File: src/rtl/axi_lite_master_if.sv
// Command/response handshake and AXI4-Lite master bus bundle for axi_lite_master.
// The master modport is the DUT view; the slave modport is the environment view.
interface axi_lite_master_if #(
  parameter int unsigned ADDR_WIDTH = 32,
  parameter int unsigned DATA_WIDTH = 32
);
  localparam int unsigned STRB_WIDTH = DATA_WIDTH / 8;

  logic                  CMD_VALID;
  logic                  CMD_READY;
  logic                  CMD_WRITE;
  logic [ADDR_WIDTH-1:0] CMD_ADDR;
  logic [DATA_WIDTH-1:0] CMD_WDATA;
  logic [STRB_WIDTH-1:0] CMD_WSTRB;

  logic                  RSP_VALID;
  logic                  RSP_READY;
  logic                  RSP_WRITE;
  logic [DATA_WIDTH-1:0] RSP_RDATA;
  logic [1:0]            RSP_RESP;

  logic [ADDR_WIDTH-1:0] M_AXIL_AWADDR;
  logic                  M_AXIL_AWVALID;
  logic                  M_AXIL_AWREADY;
  logic [DATA_WIDTH-1:0] M_AXIL_WDATA;
  logic [STRB_WIDTH-1:0] M_AXIL_WSTRB;
  logic                  M_AXIL_WVALID;
  logic                  M_AXIL_WREADY;
  logic [1:0]            M_AXIL_BRESP;
  logic                  M_AXIL_BVALID;
  logic                  M_AXIL_BREADY;

  logic [ADDR_WIDTH-1:0] M_AXIL_ARADDR;
  logic                  M_AXIL_ARVALID;
  logic                  M_AXIL_ARREADY;
  logic [DATA_WIDTH-1:0] M_AXIL_RDATA;
  logic [1:0]            M_AXIL_RRESP;
  logic                  M_AXIL_RVALID;
  logic                  M_AXIL_RREADY;

  modport master (
    input  CMD_VALID, CMD_WRITE, CMD_ADDR, CMD_WDATA, CMD_WSTRB,
    output CMD_READY,
    output RSP_VALID, RSP_WRITE, RSP_RDATA, RSP_RESP,
    input  RSP_READY,
    output M_AXIL_AWADDR, M_AXIL_AWVALID,
    input  M_AXIL_AWREADY,
    output M_AXIL_WDATA, M_AXIL_WSTRB, M_AXIL_WVALID,
    input  M_AXIL_WREADY,
    input  M_AXIL_BRESP, M_AXIL_BVALID,
    output M_AXIL_BREADY,
    output M_AXIL_ARADDR, M_AXIL_ARVALID,
    input  M_AXIL_ARREADY,
    input  M_AXIL_RDATA, M_AXIL_RRESP, M_AXIL_RVALID,
    output M_AXIL_RREADY
  );

  modport slave (
    output CMD_VALID, CMD_WRITE, CMD_ADDR, CMD_WDATA, CMD_WSTRB,
    input  CMD_READY,
    input  RSP_VALID, RSP_WRITE, RSP_RDATA, RSP_RESP,
    output RSP_READY,
    input  M_AXIL_AWADDR, M_AXIL_AWVALID,
    output M_AXIL_AWREADY,
    input  M_AXIL_WDATA, M_AXIL_WSTRB, M_AXIL_WVALID,
    output M_AXIL_WREADY,
    output M_AXIL_BRESP, M_AXIL_BVALID,
    input  M_AXIL_BREADY,
    input  M_AXIL_ARADDR, M_AXIL_ARVALID,
    output M_AXIL_ARREADY,
    output M_AXIL_RDATA, M_AXIL_RRESP, M_AXIL_RVALID,
    input  M_AXIL_RREADY
  );
endinterface

File: src/rtl/axi_lite_master.sv
// Single-outstanding AXI4-Lite master: turns one command into one AXI write or read
// and returns the response on a valid/ready channel, counting completed transfers.
module axi_lite_master #(
  parameter int unsigned ADDR_WIDTH = 32,
  parameter int unsigned DATA_WIDTH = 32
) (
  input  logic              ACLK,
  input  logic              ARESET,
  axi_lite_master_if.master bus,
  output logic [15:0]       WR_COUNT,
  output logic [15:0]       RD_COUNT,
  output logic              BUSY
);
  localparam int unsigned STRB_WIDTH = DATA_WIDTH / 8;
  localparam int unsigned CNT_WIDTH  = 16;

  typedef enum logic [2:0] {
    IDLE    = 3'd0,
    WR_AW_W = 3'd1,
    WR_B    = 3'd2,
    RD_AR   = 3'd3,
    RD_R    = 3'd4,
    RSP     = 3'd5
  } state_t;

  state_t                r_state;
  state_t                w_next_state;

  logic                  r_cmd_ready;
  logic                  r_write;
  logic [ADDR_WIDTH-1:0] r_addr;
  logic [DATA_WIDTH-1:0] r_wdata;
  logic [STRB_WIDTH-1:0] r_wstrb;
  logic                  r_aw_done;
  logic                  r_w_done;
  logic [DATA_WIDTH-1:0] r_rdata;
  logic [1:0]            r_resp;
  logic [CNT_WIDTH-1:0]  r_wr_count;
  logic [CNT_WIDTH-1:0]  r_rd_count;

  logic w_awvalid;
  logic w_wvalid;
  logic w_bready;
  logic w_arvalid;
  logic w_rready;
  logic w_rsp_valid;
  logic w_busy;

  logic w_cmd_acc;
  logic w_aw_hs;
  logic w_w_hs;
  logic w_b_hs;
  logic w_ar_hs;
  logic w_r_hs;
  logic w_rsp_hs;

  assign w_cmd_acc = bus.CMD_VALID & r_cmd_ready;
  assign w_aw_hs   = w_awvalid & bus.M_AXIL_AWREADY;
  assign w_w_hs    = w_wvalid & bus.M_AXIL_WREADY;
  assign w_b_hs    = w_bready & bus.M_AXIL_BVALID;
  assign w_ar_hs   = w_arvalid & bus.M_AXIL_ARREADY;
  assign w_r_hs    = w_rready & bus.M_AXIL_RVALID;
  assign w_rsp_hs  = w_rsp_valid & bus.RSP_READY;

  // State register; reset forces IDLE without a clock edge.
  always_ff @(posedge ACLK or posedge ARESET) begin
    if (ARESET) begin
      r_state <= IDLE;
    end else begin
      r_state <= w_next_state;
    end
  end

  always_comb begin
    w_next_state = r_state;
    case (r_state)
      IDLE:    if (w_cmd_acc) w_next_state = bus.CMD_WRITE ? WR_AW_W : RD_AR;
      WR_AW_W: if ((r_aw_done | w_aw_hs) & (r_w_done | w_w_hs)) w_next_state = WR_B;
      WR_B:    if (w_b_hs) w_next_state = RSP;
      RD_AR:   if (w_ar_hs) w_next_state = RD_R;
      RD_R:    if (w_r_hs) w_next_state = RSP;
      RSP:     if (w_rsp_hs) w_next_state = IDLE;
      default: w_next_state = IDLE;
    endcase
  end

  // Handshake outputs decode from registered state only, never from a READY.
  always_comb begin
    w_awvalid   = 1'b0;
    w_wvalid    = 1'b0;
    w_bready    = 1'b0;
    w_arvalid   = 1'b0;
    w_rready    = 1'b0;
    w_rsp_valid = 1'b0;
    w_busy      = 1'b1;
    case (r_state)
      IDLE:    w_busy = 1'b0;
      WR_AW_W: begin
        w_awvalid = ~r_aw_done;
        w_wvalid  = ~r_w_done;
      end
      WR_B:    w_bready    = 1'b1;
      RD_AR:   w_arvalid   = 1'b1;
      RD_R:    w_rready    = 1'b1;
      RSP:     w_rsp_valid = 1'b1;
      default: w_busy      = 1'b1;
    endcase
  end

  // Command capture, per-channel completion flags, response capture and counters.
  always_ff @(posedge ACLK or posedge ARESET) begin
    if (ARESET) begin
      r_cmd_ready <= 1'b0;
      r_write     <= 1'b0;
      r_addr      <= '0;
      r_wdata     <= '0;
      r_wstrb     <= '0;
      r_aw_done   <= 1'b0;
      r_w_done    <= 1'b0;
      r_rdata     <= '0;
      r_resp      <= '0;
      r_wr_count  <= '0;
      r_rd_count  <= '0;
    end else begin
      r_cmd_ready <= (w_next_state == IDLE);
      case (r_state)
        IDLE: begin
          if (w_cmd_acc) begin
            r_write   <= bus.CMD_WRITE;
            r_addr    <= bus.CMD_ADDR;
            r_wdata   <= bus.CMD_WDATA;
            r_wstrb   <= bus.CMD_WSTRB;
            r_aw_done <= 1'b0;
            r_w_done  <= 1'b0;
          end
        end
        WR_AW_W: begin
          if (w_aw_hs) r_aw_done <= 1'b1;
          if (w_w_hs)  r_w_done  <= 1'b1;
        end
        WR_B: begin
          if (w_b_hs) begin
            r_resp     <= bus.M_AXIL_BRESP;
            r_rdata    <= '0;
            r_wr_count <= r_wr_count + CNT_WIDTH'(1);
          end
        end
        RD_R: begin
          if (w_r_hs) begin
            r_resp     <= bus.M_AXIL_RRESP;
            r_rdata    <= bus.M_AXIL_RDATA;
            r_rd_count <= r_rd_count + CNT_WIDTH'(1);
          end
        end
        default: ;
      endcase
    end
  end

  assign bus.CMD_READY      = r_cmd_ready;
  assign bus.RSP_VALID      = w_rsp_valid;
  assign bus.RSP_WRITE      = r_write;
  assign bus.RSP_RDATA      = r_rdata;
  assign bus.RSP_RESP       = r_resp;
  assign bus.M_AXIL_AWADDR  = r_addr;
  assign bus.M_AXIL_AWVALID = w_awvalid;
  assign bus.M_AXIL_WDATA   = r_wdata;
  assign bus.M_AXIL_WSTRB   = r_wstrb;
  assign bus.M_AXIL_WVALID  = w_wvalid;
  assign bus.M_AXIL_BREADY  = w_bready;
  assign bus.M_AXIL_ARADDR  = r_addr;
  assign bus.M_AXIL_ARVALID = w_arvalid;
  assign bus.M_AXIL_RREADY  = w_rready;
  assign WR_COUNT           = r_wr_count;
  assign RD_COUNT           = r_rd_count;
  assign BUSY               = w_busy;
endmodule

File: src/flat_wrapper.sv
// flat-port wrapper written by rule: the top's interface ports become plain ports
module axi_lite_master_flat 
#(
  parameter int unsigned ADDR_WIDTH = 32,
  parameter int unsigned DATA_WIDTH = 32
)
  (ACLK, ARESET, WR_COUNT, RD_COUNT, BUSY, bus_CMD_VALID, bus_CMD_WRITE, bus_CMD_ADDR, bus_CMD_WDATA, bus_CMD_WSTRB, bus_CMD_READY, bus_RSP_VALID, bus_RSP_WRITE, bus_RSP_RDATA, bus_RSP_RESP, bus_RSP_READY, bus_M_AXIL_AWADDR, bus_M_AXIL_AWVALID, bus_M_AXIL_AWREADY, bus_M_AXIL_WDATA, bus_M_AXIL_WSTRB, bus_M_AXIL_WVALID, bus_M_AXIL_WREADY, bus_M_AXIL_BRESP, bus_M_AXIL_BVALID, bus_M_AXIL_BREADY, bus_M_AXIL_ARADDR, bus_M_AXIL_ARVALID, bus_M_AXIL_ARREADY, bus_M_AXIL_RDATA, bus_M_AXIL_RRESP, bus_M_AXIL_RVALID, bus_M_AXIL_RREADY);
  axi_lite_master_if #(.ADDR_WIDTH(ADDR_WIDTH), .DATA_WIDTH(DATA_WIDTH)) bus_i ();
  input  logic ACLK;
  input  logic ARESET;
  output logic [15:0] WR_COUNT;
  output logic [15:0] RD_COUNT;
  output logic BUSY;
  input wire logic [$bits(bus_i.CMD_VALID)-1:0] bus_CMD_VALID;
  input wire logic [$bits(bus_i.CMD_WRITE)-1:0] bus_CMD_WRITE;
  input wire logic [$bits(bus_i.CMD_ADDR)-1:0] bus_CMD_ADDR;
  input wire logic [$bits(bus_i.CMD_WDATA)-1:0] bus_CMD_WDATA;
  input wire logic [$bits(bus_i.CMD_WSTRB)-1:0] bus_CMD_WSTRB;
  output wire logic [$bits(bus_i.CMD_READY)-1:0] bus_CMD_READY;
  output wire logic [$bits(bus_i.RSP_VALID)-1:0] bus_RSP_VALID;
  output wire logic [$bits(bus_i.RSP_WRITE)-1:0] bus_RSP_WRITE;
  output wire logic [$bits(bus_i.RSP_RDATA)-1:0] bus_RSP_RDATA;
  output wire logic [$bits(bus_i.RSP_RESP)-1:0] bus_RSP_RESP;
  input wire logic [$bits(bus_i.RSP_READY)-1:0] bus_RSP_READY;
  output wire logic [$bits(bus_i.M_AXIL_AWADDR)-1:0] bus_M_AXIL_AWADDR;
  output wire logic [$bits(bus_i.M_AXIL_AWVALID)-1:0] bus_M_AXIL_AWVALID;
  input wire logic [$bits(bus_i.M_AXIL_AWREADY)-1:0] bus_M_AXIL_AWREADY;
  output wire logic [$bits(bus_i.M_AXIL_WDATA)-1:0] bus_M_AXIL_WDATA;
  output wire logic [$bits(bus_i.M_AXIL_WSTRB)-1:0] bus_M_AXIL_WSTRB;
  output wire logic [$bits(bus_i.M_AXIL_WVALID)-1:0] bus_M_AXIL_WVALID;
  input wire logic [$bits(bus_i.M_AXIL_WREADY)-1:0] bus_M_AXIL_WREADY;
  input wire logic [$bits(bus_i.M_AXIL_BRESP)-1:0] bus_M_AXIL_BRESP;
  input wire logic [$bits(bus_i.M_AXIL_BVALID)-1:0] bus_M_AXIL_BVALID;
  output wire logic [$bits(bus_i.M_AXIL_BREADY)-1:0] bus_M_AXIL_BREADY;
  output wire logic [$bits(bus_i.M_AXIL_ARADDR)-1:0] bus_M_AXIL_ARADDR;
  output wire logic [$bits(bus_i.M_AXIL_ARVALID)-1:0] bus_M_AXIL_ARVALID;
  input wire logic [$bits(bus_i.M_AXIL_ARREADY)-1:0] bus_M_AXIL_ARREADY;
  input wire logic [$bits(bus_i.M_AXIL_RDATA)-1:0] bus_M_AXIL_RDATA;
  input wire logic [$bits(bus_i.M_AXIL_RRESP)-1:0] bus_M_AXIL_RRESP;
  input wire logic [$bits(bus_i.M_AXIL_RVALID)-1:0] bus_M_AXIL_RVALID;
  output wire logic [$bits(bus_i.M_AXIL_RREADY)-1:0] bus_M_AXIL_RREADY;
  assign bus_i.CMD_VALID = bus_CMD_VALID;
  assign bus_i.CMD_WRITE = bus_CMD_WRITE;
  assign bus_i.CMD_ADDR = bus_CMD_ADDR;
  assign bus_i.CMD_WDATA = bus_CMD_WDATA;
  assign bus_i.CMD_WSTRB = bus_CMD_WSTRB;
  assign bus_CMD_READY = bus_i.CMD_READY;
  assign bus_RSP_VALID = bus_i.RSP_VALID;
  assign bus_RSP_WRITE = bus_i.RSP_WRITE;
  assign bus_RSP_RDATA = bus_i.RSP_RDATA;
  assign bus_RSP_RESP = bus_i.RSP_RESP;
  assign bus_i.RSP_READY = bus_RSP_READY;
  assign bus_M_AXIL_AWADDR = bus_i.M_AXIL_AWADDR;
  assign bus_M_AXIL_AWVALID = bus_i.M_AXIL_AWVALID;
  assign bus_i.M_AXIL_AWREADY = bus_M_AXIL_AWREADY;
  assign bus_M_AXIL_WDATA = bus_i.M_AXIL_WDATA;
  assign bus_M_AXIL_WSTRB = bus_i.M_AXIL_WSTRB;
  assign bus_M_AXIL_WVALID = bus_i.M_AXIL_WVALID;
  assign bus_i.M_AXIL_WREADY = bus_M_AXIL_WREADY;
  assign bus_i.M_AXIL_BRESP = bus_M_AXIL_BRESP;
  assign bus_i.M_AXIL_BVALID = bus_M_AXIL_BVALID;
  assign bus_M_AXIL_BREADY = bus_i.M_AXIL_BREADY;
  assign bus_M_AXIL_ARADDR = bus_i.M_AXIL_ARADDR;
  assign bus_M_AXIL_ARVALID = bus_i.M_AXIL_ARVALID;
  assign bus_i.M_AXIL_ARREADY = bus_M_AXIL_ARREADY;
  assign bus_i.M_AXIL_RDATA = bus_M_AXIL_RDATA;
  assign bus_i.M_AXIL_RRESP = bus_M_AXIL_RRESP;
  assign bus_i.M_AXIL_RVALID = bus_M_AXIL_RVALID;
  assign bus_M_AXIL_RREADY = bus_i.M_AXIL_RREADY;
  axi_lite_master #(.ADDR_WIDTH(ADDR_WIDTH), .DATA_WIDTH(DATA_WIDTH)) u_core (.ACLK(ACLK), .ARESET(ARESET), .bus(bus_i), .WR_COUNT(WR_COUNT), .RD_COUNT(RD_COUNT), .BUSY(BUSY));
endmodule
File: config.mk
export PLATFORM = sky130hd
export DESIGN_NAME = axi_lite_master_flat
export DESIGN_NICKNAME = d
export VERILOG_FILES = /design/src/rtl/axi_lite_master_if.sv /design/src/rtl/axi_lite_master.sv /design/src/flat_wrapper.sv
export SDC_FILE = /design/constraint.sdc
export NUM_CORES = 1
export LEC_CHECK = 0
export CAP_MARGIN = 10
export CORE_MARGIN = 3
export CORE_UTILIZATION = 41
export DETAILED_ROUTE_END_ITERATION = 8
export PLACE_DENSITY = 0.81
export SETUP_SLACK_MARGIN = 0.02
export SYNTH_ARGS = -nofsm -noshare
export SYNTH_HDL_FRONTEND = slang
export SYNTH_SLANG_ARGS = --single-unit
File: constraint.sdc
create_clock -name ACLK -period 4.8 [get_ports ACLK]
set_input_delay 0.48 -clock ACLK [delete_from_list [all_inputs] [get_ports ACLK]]
set_output_delay 0.48 -clock ACLK [all_outputs]
set_load 0.01 [all_outputs]
; ---- Word level (Yosys, flattened, before mapping)
; Cells that the tools add are included.
[op_classes]
addsub = 2
mul = 0
div_mod_pow = 0
order_cmp = 0
eq_ne = 10
n_shift = 0
muxes = 26
bitwise = 12
n_reduce_logical = 10
[ops]
columns = op, n
row1 = 32-bit two-way mux, 2
row2 = 32-bit case mux with 2 select lines, 1
row3 = 16-bit by 1-bit adder with 16-bit output (second input constant), 2
row4 = 3-bit two-way mux, 6
row5 = 3-bit case mux with 6 select lines, 1
row6 = 1-bit two-way mux, 10
row7 = 2-bit by 1-bit != test with 1-bit output (second input constant), 5
row8 = 3-bit AND reduction, 3
row9 = 1-bit bitwise AND, 8
row10 = 3-bit by 2-bit equality test with 1-bit output (second input constant), 2
row11 = 3-bit equality test (second input constant), 2
row12 = 3-bit logical NOT, 2
row13 = 2-bit two-way mux, 3
row14 = 2-bit AND reduction, 3
row15 = 1-bit case mux with 2 select lines, 2
row16 = 2-bit case mux with 2 select lines, 1
row17 = 2-bit nonzero test, 2
row18 = 3-bit by 1-bit equality test with 1-bit output (second input constant), 1
row19 = 1-bit NOT, 2
row20 = 1-bit bitwise OR, 2
[totals]
regBits = 141
latchBits = 0
ramBits = 0
rom_bits = 0
inputBits = 114
out_inout_bits = 175
elab_cells = 72
memories = 0

; ---- Depth between registers and ports, before layout
[logic_depth]
ltp_word = 8
depth_mapped = 6
depth_no_buf = 5

; ---- Worst setup path after synthesis
; Ideal clock, no wire load.
[synth_timing]
path_type = reg2reg
start = register u_core.r_state[0]
end = register u_core.r_addr[0], in the netlist u_core.bus.M_AXIL_ARADDR[0]
setup_time_ps = 125
arrival_time_ps = 1617
t_required_ps = 4675
path_slack_ps = 3058
path_stages_with_launch = 7
n_path_buf = 3
period_less_slack_ps = 1742
path_cell_list = dfrtp_1 -> buf_2 -> nor3_1 -> and3_1 -> buf_2 -> buf_2 -> mux2_2
[synth_between]
elab_chain_len = 2
[synth_lines]
columns = item, line_no
row1 = "start, declared", axi_lite_master.sv:26  ; state_t r_state;
row2 = "start signal, assigned", axi_lite_master.sv:70  ; r_state <= w_next_state;
row3 = 3-bit logical NOT, axi_lite_master.sv:126  ; case (r_state)
row4 = 2-bit AND reduction (no source line), --
row5 = "end signal, assigned", axi_lite_master.sv:130  ; r_addr <= bus.CMD_ADDR;
row6 = "end, declared", axi_lite_master.sv:31  ; logic [ADDR_WIDTH-1:0] r_addr;
; Every way passes these cells.
; A chain may end at the register's enable or synchronous reset.

; ---- Worst setup path in the final report
[layout_timing]
start = register u_core.r_state[2]
end = register u_core.r_addr[23], in the netlist u_core.bus.M_AXIL_ARADDR[23]
; The elaborated chain is that of the path after synthesis.

==> run metrics <==
number of top-level pins 289; CTS sink cnt 141; gr usage total 20.98%; first-pass GRT wire length 26,230 microns; Placed Area 8756 sq um; worst-margin pin slew 1.022 ns; Worst Path Arrival 3.10 ns; final setup TNS 0 ns; crit path time final 2.804 ns; antenna violations before repair 1; Detailed Route WL 16,470 microns; HP Class reg -> reg; number of enable flip-flop cells after synthesis 0; Period Utilization, post-route 58.42%; Reg clk slew, reported paths 0.06 ns; fin nets 866; Initial Utilization 42.37%; maxcap violations 0; First-pass DRT Iterations 4; synth unique cells 39; post-synth top area share 59.31%; Post-Synthesis Cells 492; FF+latch count, synth 141; Routed Antenna Nets 0; Setup-failing EPs final 0; post-CTS setup buffer count 0; Achievable Freq 0.3566 GHz; worst path required time 5.09 ns; CTS Hold Bufs 0; Synth top cells by count 141 x dfrtp_1, 85 x nand2_1, 70 x mux2_2; post-synthesis sequential area ratio 59.31%; HPWL Detailed 12,450 microns; CTS root buf clkbuf_16; VDD IR max 351.5 uV; P_leak 3.917 nW; Die Span Y 126.5 microns; CP max FO 46; status complete, no violations; post-synth net total 608; most common cell in the netlist dfrtp_1; Slew Limit Fails 0; asr flop ratio synth 100.0%; Pwr per Cell Area 640.4 nW/um^2; ranking of synthesized cells by area dfrtp_1 59%, mux2_2 13%, nand2_1 5.4%; pin count of the biggest net entering global routing 105; critical path endpoint category flip-flop; CTS tree done; Layout area overhead 58.02%; die extent in x 126.5 microns; vias per cell 4.865; drt drc 0; Synth Flop Type dfrtp_1; clock skew 0.008320 ns; vias in the first global route 4,762; Setup Crit Path Kind reg -> reg; Port Buffers 288; critical path startpoint category flip-flop; mapped cell area 5949 sq um; Syn Area/Cell 12.09 sq um; DR iter-0 viols 222; total grt overflow 0; worst skew pair latency 0.41 ns; YS warnings 0; Fin. Hold Viols 0; H-tree depth 4; post_cts resized 0; share of cells above drive strength 1 14.94%; Synth area leader dfrtp_1; Num CTS Buffers 17; via count 4,593; CORE AREA 14,040 sq um; cell area after layout 9402 sq um; die area 15,990 sq um; FP Rows 43; Avg WL per Cell 17.44 microns; GPL Wtd Cong 0.8262; buffer depth of the longest clock path 2; Slew HR 31.90%; RSZ-0062 raised after global routing false
## final cells by class
type / instances / area [sq um]
Timing Repair Buffer: 293 / 2920
Antenna cell: 1 / 2.502
Tap cell: 180 / 225.2
Clock buffer: 22 / 484.2
Inverter: 5 / 23.77
Sequential cell: 141 / 3528
Multi-Input combinational cell: 292 / 2058
Fill cell: 1036 / 4641
Clock inverter: 10 / 158.9
## per-stage QoR
step / hold WS (ns) / worst slack (ns) / instances / utilization, % / power (mW)
2_1_floorplan: 0.4850 / 0.5388 / 492 / - / 3.247
3_3_place_gp: 0.4569 / 2.005 / 911 / 62.35 / 4.568
3_5_place_dp: 0.4626 / 1.941 / 911 / 62.35 / 4.664
4_1_cts: 0.4738 / 1.979 / 943 / 66.93 / 6.108
5_1_grt: 0.5061 / 1.786 / 944 / 66.95 / 6.352
6_report: 0.4689 / 1.996 / 944 / 66.95 / 6.021
## path summary, 6_finish.rpt
| path | start | endpoint | slack, ns | cells after the start |
|---|---|---|---|---|
| worst min-delay path | u_core.RD_COUNT[15] | u_core.RD_COUNT[15] | 0.47 | 1 |
| min in group asynchronous | ARESET | u_core.bus.RSP_RDATA[1] | 0.64 | 2 |
| worst max-delay path | u_core.r_state[2] | u_core.bus.M_AXIL_ARADDR[23] | 2.00 | 4 |
| max in group asynchronous | ARESET | u_core.bus.RSP_RDATA[29] | 3.07 | 3 |
| worst min register to register | u_core.RD_COUNT[15] | u_core.RD_COUNT[15] | 0.47 | 1 |
| worst max register to register | u_core.r_state[2] | u_core.bus.M_AXIL_ARADDR[23] | 2.00 | 4 |
## flip-flops by register name (all words and copies together), names as in the netlist, 2 cells and up
| register | flops |
|---|---|
| u_core.RD_COUNT | 16 |
| u_core.WR_COUNT | 16 |
| u_core.bus.M_AXIL_ARADDR | 32 |
| u_core.bus.M_AXIL_WDATA | 32 |
| u_core.bus.M_AXIL_WSTRB | 4 |
| u_core.bus.RSP_RDATA | 32 |
| u_core.bus.RSP_RESP | 2 |
| u_core.r_state | 3 |
## routing by layer
metal / vias to the layer above / global-route usage, % / share of wire (%)
met3: 43 / 7.621 / 8.6
met2: 221 / 34.12 / 49
met1: 2188 / 24.39 / 38
met5: - / 0 / 0
li1: 2141 / - / -
met4: 0 / 10.85 / 4.6
## power breakdown
group          internal, mW  switching (mW)
Sequential             1.67           0.352
Clock                 0.924           0.490
Combinational          1.54            1.04
Total                  4.14            1.88
## cell usage in the layout, fill, tap and decap left out, drive strengths merged, types with 2 or more instances in the layout
| master | instances |
|---|---|
| and2 | 2 |
| and4 | 4 |
| dfrtp | 141 |
| and3 | 3 |
| ha | 2 |
| xnor2 | 19 |
| nand3 | 5 |
| nand2 | 85 |
| buf | 5 |
| o21ai | 36 |
| nor2 | 14 |
| nor4 | 2 |
| clkbuf | 22 |
| and3b | 2 |
| inv | 6 |
| bufinv | 4 |
| a21oi | 3 |
| nand4 | 8 |
| nor4bb | 2 |
| mux2i | 3 |
| nor2b | 2 |
| nor3 | 5 |
| clkinv | 3 |
| xor2 | 11 |
| nor3b | 3 |
| clkdlybuf4s50 | 288 |
| clkinvlp | 2 |
| mux2 | 70 |
## cell families (layout without fill, tap and decap cells)
| group | count (synthesis) | after routing | synth area share, % |
|---|---|---|---|
| mux | 73 | 73 | 13.75 |
| other cells | 0 | 1 | 0 |
| fa+ha+maj | 2 | 2 | 0.4205 |
| simple gates | 144 | 144 | 11.88 |
| buf+inv | 59 | 330 | 6.414 |
| flops | 141 | 141 | 59.31 |
| xor+xnor | 30 | 30 | 4.416 |
| compound gates | 43 | 43 | 3.807 |
## worst max-delay path: stages, from the launching register on
cell and delay [ns]:
dfrtp_1 0.54, nor3_1 0.35, and3_2 0.92, buf_4 0.46, mux2_2 0.39
Note: power is estimated with default switching activity, not from simulation.
